[src/rtl/univ_shift_ctrl_pkg.sv]
// univ_shift_ctrl_pkg: shared register-mode and op encodings plus the controller state encoding
package univ_shift_ctrl_pkg;
    localparam logic [1:0] MODE_HOLD = 2'b00;
    localparam logic [1:0] MODE_SHR  = 2'b01;
    localparam logic [1:0] MODE_SHL  = 2'b10;
    localparam logic [1:0] MODE_LOAD = 2'b11;
    localparam logic [1:0] OP_X2     = 2'b00;
    localparam logic [1:0] OP_X4     = 2'b01;
    localparam logic [1:0] OP_DIV2   = 2'b10;
    localparam logic [1:0] OP_DIV4   = 2'b11;
    typedef enum logic [2:0] {S_IDLE, S_ROT, S_COPY, S_SHIFT, S_DONE} state_e;
endpackage

[src/rtl/univ_shift_ctrl_step_accum.sv]
// step_accum: saturating signed count of encoder steps still to be applied to POS
module step_accum #(
    parameter int PEND_W = 3
) (
    input  logic clk,
    input  logic rst,
    input  logic cw_i,
    input  logic ccw_i,
    input  logic drain_i,
    output logic neg_o,
    output logic zero_o
);
    localparam logic signed [PEND_W+1:0] PMAX = (PEND_W+2)'(2 ** (PEND_W - 1) - 1);
    logic signed [PEND_W-1:0] pend_q, pend_d;
    logic signed [PEND_W+1:0] ext, dn, sum;
    assign neg_o  = pend_q[PEND_W-1];
    assign zero_o = pend_q == '0;
    always_comb begin
        ext    = (PEND_W+2)'(pend_q);
        dn     = !drain_i || zero_o ? '0 : neg_o ? '1 : (PEND_W+2)'(1);
        sum    = ext + (PEND_W+2)'(cw_i) - (PEND_W+2)'(ccw_i) - dn;
        pend_d = PEND_W'(sum > PMAX ? PMAX : sum < -PMAX ? -PMAX : sum);
    end
    always_ff @(posedge clk or posedge rst)
        if (rst) pend_q <= '0;
        else pend_q <= pend_d;
endmodule

[src/rtl/univ_shift_ctrl.sv]
// univ_shift_ctrl: sequences POS rotations and RES load/shift ops, then hands RES off via valid/ack
module univ_shift_ctrl
    import univ_shift_ctrl_pkg::*;
#(
    parameter int PEND_W      = 3,
    parameter int ACK_TIMEOUT = 50_000_000
) (
    input  logic       CLK,
    input  logic       RST,
    input  logic       STEP_CW,
    input  logic       STEP_CCW,
    input  logic       OP_REQ,
    input  logic [1:0] OP_SEL,
    input  logic       RES_ACK,
    output logic [1:0] POS_MODE,
    output logic [1:0] RES_MODE,
    output logic       BUSY,
    output logic       RES_VALID,
    output logic       OP_ERR
);
    localparam int TW = ACK_TIMEOUT > 1 ? $clog2(ACK_TIMEOUT) : 1;
    state_e          state_q, state_d;
    logic            sdir_q, sdir_d, opp_q, opp_d, err_q, err_d, drain, pend_neg, pend_zero;
    logic [1:0]      cnt_q, cnt_d, op_q, op_d, sel, pos_mode_q, pos_mode_d, res_mode_q, res_mode_d;
    logic [TW-1:0]   tmo_q, tmo_d;
    step_accum #(.PEND_W(PEND_W)) u_acc (
        .clk     (CLK),
        .rst     (RST),
        .cw_i    (STEP_CW),
        .ccw_i   (STEP_CCW),
        .drain_i (drain),
        .neg_o   (pend_neg),
        .zero_o  (pend_zero)
    );
    always_comb begin
        state_d = state_q;
        sdir_d  = sdir_q;
        cnt_d   = cnt_q;
        opp_d   = opp_q;
        op_d    = op_q;
        tmo_d   = '0;
        drain   = 1'b0;
        sel     = opp_q ? op_q : OP_SEL;
        err_d   = OP_REQ && (state_q != S_IDLE || opp_q);
        unique case (state_q)
            S_IDLE: begin
                // steps always win: a request arriving with steps outstanding waits in the pending flag
                if (!pend_zero) begin
                    state_d = S_ROT;
                    drain   = 1'b1;
                    if (OP_REQ && !opp_q) begin
                        opp_d = 1'b1;
                        op_d  = OP_SEL;
                    end
                end else if (OP_REQ || opp_q) begin
                    state_d = S_COPY;
                    cnt_d   = (sel == OP_X4 || sel == OP_DIV4) ? 2'd2 : 2'd1;
                    sdir_d  = sel == OP_DIV2 || sel == OP_DIV4;
                    opp_d   = 1'b0;
                end
            end
            S_ROT:   state_d = S_IDLE;
            S_COPY:  state_d = S_SHIFT;
            S_SHIFT: begin
                cnt_d = cnt_q - 2'd1;
                if (cnt_q == 2'd1) state_d = S_DONE;
            end
            S_DONE: begin
                if (RES_ACK || tmo_q == TW'(ACK_TIMEOUT - 1)) state_d = S_IDLE;
                else tmo_d = tmo_q + 1'b1;
            end
            default: state_d = S_IDLE;
        endcase
        pos_mode_d = state_d == S_ROT ? (pend_neg ? MODE_SHR : MODE_SHL) : MODE_HOLD;
        res_mode_d = state_d == S_COPY ? MODE_LOAD :
                     state_d == S_SHIFT ? (sdir_d ? MODE_SHR : MODE_SHL) : MODE_HOLD;
    end
    always_ff @(posedge CLK or posedge RST)
        if (RST) begin
            state_q    <= S_IDLE;
            sdir_q     <= 1'b0;
            cnt_q      <= '0;
            opp_q      <= 1'b0;
            op_q       <= '0;
            tmo_q      <= '0;
            err_q      <= 1'b0;
            pos_mode_q <= MODE_HOLD;
            res_mode_q <= MODE_HOLD;
        end else begin
            state_q    <= state_d;
            sdir_q     <= sdir_d;
            cnt_q      <= cnt_d;
            opp_q      <= opp_d;
            op_q       <= op_d;
            tmo_q      <= tmo_d;
            err_q      <= err_d;
            pos_mode_q <= pos_mode_d;
            res_mode_q <= res_mode_d;
        end
    assign POS_MODE  = pos_mode_q;
    assign RES_MODE  = res_mode_q;
    assign BUSY      = state_q != S_IDLE;
    assign RES_VALID = state_q == S_DONE;
    assign OP_ERR    = err_q;
endmodule
[config.mk]
export PLATFORM = sky130hd
export DESIGN_NAME = univ_shift_ctrl
export DESIGN_NICKNAME = d
export VERILOG_FILES = /design/src/rtl/univ_shift_ctrl_pkg.sv /design/src/rtl/univ_shift_ctrl_step_accum.sv /design/src/rtl/univ_shift_ctrl.sv
export SDC_FILE = /design/constraint.sdc
export NUM_CORES = 1
export LEC_CHECK = 0
export BUFFER_PORTS_ARGS = -buffer_cell sky130_fd_sc_hd__buf_2
export CORE_ASPECT_RATIO = 1.1
export CORE_MARGIN = 2
export CORE_UTILIZATION = 60
export DETAILED_ROUTE_END_ITERATION = 12
export PLACE_DENSITY = 0.79
export REMOVE_ABC_BUFFERS = 1
export SLEW_MARGIN = 5
export SYNTH_ARGS = -nofsm -noshare
export SYNTH_HDL_FRONTEND = slang
export SYNTH_SLANG_ARGS = --single-unit
[constraint.sdc]
create_clock -name CLK -period 3.2 [get_ports CLK]
set_input_delay 0.32 -clock CLK [delete_from_list [all_inputs] [get_ports CLK]]
set_output_delay 0.32 -clock CLK [all_outputs]
set_load 0.05 [all_outputs]
Word-level counts from Yosys, hierarchy flattened --
Cells that the tools add are included.
Word-level totals: register bits after elaboration 43, latch bits 0, bits in writable memories 0, ROM bits 0, bits of input ports 8, output and inout bits 7, word-level logic and storage cells 79, memories kept 0
Cells by class: add/subtract/negate cells 5, multiply operators 0, div/mod/pow operators 0, magnitude comparators 2, equality and inequality tests 14, shift-type cells 0, multiplexer cells 29, bitwise gates (word level) 1, reductions and logical operators 18
Operators with widths (number):
- $mux 26 | 2
- $add 26x1->26 const B | 1
- $eq 26x26->1 const B | 1
- $mux 2 | 9
- $mux 3 | 6
- $eq 3x2->1 const B | 4
- $pmux 3 s4 | 1
- $mux 5 | 2
- $reduce_and 3->1 | 3
- $mux 1 | 8
- $logic_not 3->1 | 2
- $logic_or 1x1->1 | 6
- $gt 5x3->1 const B | 1
- $lt 5x3->1 const B | 1
- $sub 5x1->5 | 1
- $sub 5x5->5 | 1
- $add 3x2->4 | 1
- $eq 2x1->1 const B | 2
- $eq 2x2->1 const B | 2
- $ne 2x2->1 const B | 2
- $pmux 2 s2 | 1
- $reduce_bool 2->1 | 2
- $eq 3x1->1 const B | 1
- $eq 3x3->1 const B | 1
- 6 further kinds | 8

Logic depth before layout (Yosys ltp) --
depth in word-level cells 10, mapped depth 10, gate-level depth less buffers 10

Cells and area by module --
From an unflattened synthesis, not the netlist that was laid out.
Second synthesis, totals: cell total of the unflattened synthesis 226, area, all modules 2279.7 µm²
Modules (own cells, without submodules):
- univ_shift_ctrl | instances 1, cells an instance 204, area an instance 2013.2 µm², seq. area each 1001.0 µm²
- step_accum | instances 1, cells an instance 22, area an instance 266.5 µm², seq. area each 75.1 µm²

Least setup slack after synthesis --
Ideal clock, no wire load.
path type reg2reg, start point register u_acc.pend_q[2], end point register u_acc.pend_q[0], setup time 0.136 ns, arrival 2.658 ns, required time 3.064 ns, setup slack 0.405 ns, cell stages (with the launch flop) 11, path buffers 0, period minus slack after synthesis 2.795 ns, cells stage by stage dfrtp_1 -> or3_1 -> nand2_1 -> inv_1 -> fa_1 -> inv_1 -> ha_1 -> and2_1 -> or3_1 -> a2111oi_0 -> o21ai_0
On the way: longest elaborated chain between the ends 10, elaborated cells on any way between the ends 14, those cells by class 3 x add/sub; 2 x order compare; 6 x mux; 3 x reduce/logical
RTL lines:
- start: declaration | line univ_shift_ctrl_step_accum.sv:14 | logic signed [PEND_W-1:0] pend_q, pend_d;
- start signal: assignment | line univ_shift_ctrl_step_accum.sv:26 | else pend_q <= pend_d;
- branches (longest 6 deep; another with $sub 5x1->5)
- $sub 5x5->5 * | line univ_shift_ctrl_step_accum.sv:21 | sum = ext + (PEND_W+2)'(cw_i) - (PEND_W+2)'(ccw_i) - dn;
- $lt 5x3->1 | line univ_shift_ctrl_step_accum.sv:22 | pend_d = PEND_W'(sum > PMAX ? PMAX : sum < -PMAX ? -PMAX : sum);
- $mux 3 | line univ_shift_ctrl_step_accum.sv:22
- $mux 3 * | line univ_shift_ctrl_step_accum.sv:22
- via u_acc.pend_d[0] | line univ_shift_ctrl_step_accum.sv:14
Mark *: on every way through the listed nets, which the timed path passes. A chain may end at the register's enable or synchronous reset.

Worst setup path in the final report --
Ends and elaborated chain as after synthesis.

==> results.sh <==
export IMPL_ios=15
export IMPL_cts_htree_levels=2
export IMPL_synth_top_area_share_pct=46.2
export IMPL_crit_path_end_kind="flop"
export IMPL_synth_cells=241
export IMPL_grt_overflow=0
export IMPL_vias=1785
export IMPL_diodes=0
export IMPL_drt_iter0_drc=93
export IMPL_p_sw_share_pct=41.1
export IMPL_yosysWarnings=0
export IMPL_grt_pass1_vias=1699
export IMPL_synth_async_sr_flop_share_pct=100
export IMPL_drt_wl_total_mm=4.22
export IMPL_wl_per_cell_um=13.6
export IMPL_drive_gt1_share_pct=14.3
export IMPL_hpwl_mm=3.15
export IMPL_routed_via_density=5.78
export IMPL_setup_viol=0
export IMPL_powerDensity_nw_per_um2=748
export IMPL_synth_distinct_cells=46
export IMPL_die_area_um2=4400
export IMPL_layout_min_cycle_time_ps=2970
export IMPL_track_usage_pct=20.9
export IMPL_core_area_um2=3680
export IMPL_fin_crit_sh_pct=92.9
export IMPL_fp_dieH_um=69.4
export IMPL_power_w=0.00190
export IMPL_peakVddDrop_uv=860
export IMPL_synthTopCellsByCount="dfrtp_1, nor2_1, inv_1, nand2_1, a21oi_1"
export IMPL_cts_buffers=5
export IMPL_grt_max_degree=26
export IMPL_hold_class="in2async"
export IMPL_finalWorstSetupSlack_ps=228
export IMPL_timing_hold_ws_ps=210
export IMPL_use_met1_pct=25.7
export IMPL_ys_seq_elements=43
export IMPL_synth_area_leaders="dfrtp_1, ha_1, xnor2_1, nor2_1, inv_1"
export IMPL_clkPwrFrac_pct=17.8
export IMPL_max_cap_viol_count=0
export IMPL_max_freq_mhz=336
export IMPL_portBuffers=14
export IMPL_synthToLayoutAreaGrowth_pct=9.18
export IMPL_fp_dieW_um=63.4
export IMPL_drc=0
export IMPL_p_leak_nw=1.07
export IMPL_clk_insertion_delay_late_ps=300
export IMPL_start_util_pct=63.3
export IMPL_arrival_ps=3150
export IMPL_finalHoldViolations=0
export IMPL_synth_ff_type="dfrtp_1"
export IMPL_netlist_area_um2=2330
export IMPL_finalMaxSlewViolations=0
export IMPL_outcome="complete, no violations"
export IMPL_r2r_cells=10
export IMPL_dp_slack_ps=205
export IMPL_finClkSkew_ps=5.43
export IMPL_clockBufferDepth=2
export IMPL_cts_hold_buf=0
export IMPL_post_cts_buffers=0
export IMPL_antenna_found_initial=0
export IMPL_cts_tree="done"
export IMPL_finalNetCount=276
export IMPL_avgSynthCellArea_um2=9.67
export IMPL_pwr_share_seq_pct=36.3
export IMPL_dr_pass1_iters=4
export IMPL_place_congestion=0.839
export IMPL_cp_start_kind="flop"
export IMPL_ant_nets=0
export IMPL_rsz0062_at_grt="no"
export IMPL_worstPathRequired_ps=3370
export IMPL_synth_area_leader_cell="dfrtp_1"
export IMPL_yosysSeqAreaShare_pct=46.2
export IMPL_combPwrFrac_pct=45.9
export IMPL_crit_type="reg2reg"
export IMPL_power_switching_w=0.000782
export IMPL_cts_root_buf="clkbuf_8"
export IMPL_worstMarginPinSlew_ps=914
export IMPL_gr_usage_met2_pct=35.8
export IMPL_fin_tns_setup_ps=0
export IMPL_max_slew_margin_pct=39.0
export IMPL_cts_repair_resized=0
export IMPL_grt_busiest_layer="met2"
export IMPL_clock_sinks=43
export IMPL_synth_edf_count=0
export IMPL_clk_pin_slew_ps=80
export IMPL_grt_pass1_wl_mm=7.33
export IMPL_yosysMostFrequentCell="dfrtp_1"
export IMPL_cp_max_fo=6
export IMPL_grtUsageMet3_pct=4.38
export IMPL_p_int_w=0.00112
export IMPL_num_rows=23
-- logic make-up (layout without fill, tap and decap cells) --
| group | Yosys count | in the layout | share of synthesized area (%) |
|---|---|---|---|
| simple gates | 99 | 99 | 23.6 |
| compound gates | 46 | 46 | 12.9 |
| buf+inv | 26 | 44 | 4.62 |
| xor+xnor | 13 | 13 | 4.88 |
| mux | 4 | 4 | 1.88 |
| flops | 43 | 43 | 46.2 |
| fa+ha+maj | 10 | 10 | 6.01 |
-- state kept, by name, summed over array words and instances, names as in the netlist --
signal / flops
OP_ERR: 1
cnt_q: 2
tmo_q: 26
state_q: 3
opp_q: 1
sdir_q: 1
POS_MODE: 2
RES_MODE: 2
u_acc.pend_q: 3
op_q: 2
-- final cells by class --
cell class,instances,area (µm²)
Clock buffer,5,68.8
Clock inverter,3,20.0
Fill cell,318,1140
Inverter,19,71.3
Multi-Input combinational cell,172,1150
Sequential cell,43,1080
Tap cell,50,62.6
Timing Repair Buffer,17,92.6
-- power by group through the flow --
stage	clock network, W	registers, W	logic, W
after floorplan	0	0.000756	0.000578
after global placement	0	0.000697	0.000807
after detailed placement	0	0.000699	0.000828
after CTS	0.000348	0.000689	0.000833
after global routing	0.000373	0.000700	0.000989
final	0.000340	0.000690	0.000873
-- metrics by stage --
| step | std cells | util (%) | instance area [µm²] |
|---|---|---|---|
| after floorplan | 234 | - | 2290 |
| after global placement | 301 | 66.5 | 2450 |
| after detailed placement | 301 | 66.5 | 2450 |
| after CTS | 309 | 68.9 | 2540 |
| after global routing | 309 | 69.1 | 2540 |
| final | 309 | 69.1 | 2540 |
-- worst max-delay path, stage by stage, from the launching register on --
cell and delay (ps):
dfrtp_1 440, or3_1 420, nand2_1 150, inv_1 70, fa_1 440, inv_1 90
ha_1 230, and2_1 160, or3_1 380, a2111oi_2 360, o21ai_0 130
-- path summary, 6_finish.rpt --
check | slack [ps] | endpoint | startpoint
worst max-delay path | 230 | u_acc.pend_q[0] | u_acc.pend_q[2]
worst min-delay path | 210 | tmo_q[15] | RST
worst max register to register | 230 | u_acc.pend_q[0] | u_acc.pend_q[2]
worst min register to register | 500 | tmo_q[0] | tmo_q[0]
max in group asynchronous | 2300 | tmo_q[21] | RST
min in group CLK | 260 | OP_ERR | OP_REQ
-- per-layer routing --
metal  up-vias  wire length [µm]  share of wire (%)
met4         0                68                1.6
met2        24              2150                 51
met5         -                 0                  0
met3         6               107                2.5
met1       861              1890                 45
li1        894                 -                  -
-- layout by cell type (no fill, tap or decap), types with 2 or more instances in the layout --
cell         n
nor4_1       3
nand4_1      5
nor2_1      21
mux2_2       3
fa_1         2
clkinvlp_4   2
and3_1       3
dfrtp_1     43
clkbuf_8     5
nor3_1       7
nand2b_1     4
buf_2       14
nand2_1     18
xnor2_1     10
o21ai_0     11
a31o_2       2
a21oi_1     12
o21a_1       2
nand3_1      8
ha_1         8
or3_1       10
and2_1       2
nor3b_1      2
o31ai_1      6
or4_1        7
buf_4        3
a32oi_1      2
xor2_1       3
inv_1       19
or4_4        2
(Power assumes the default switching activity.)
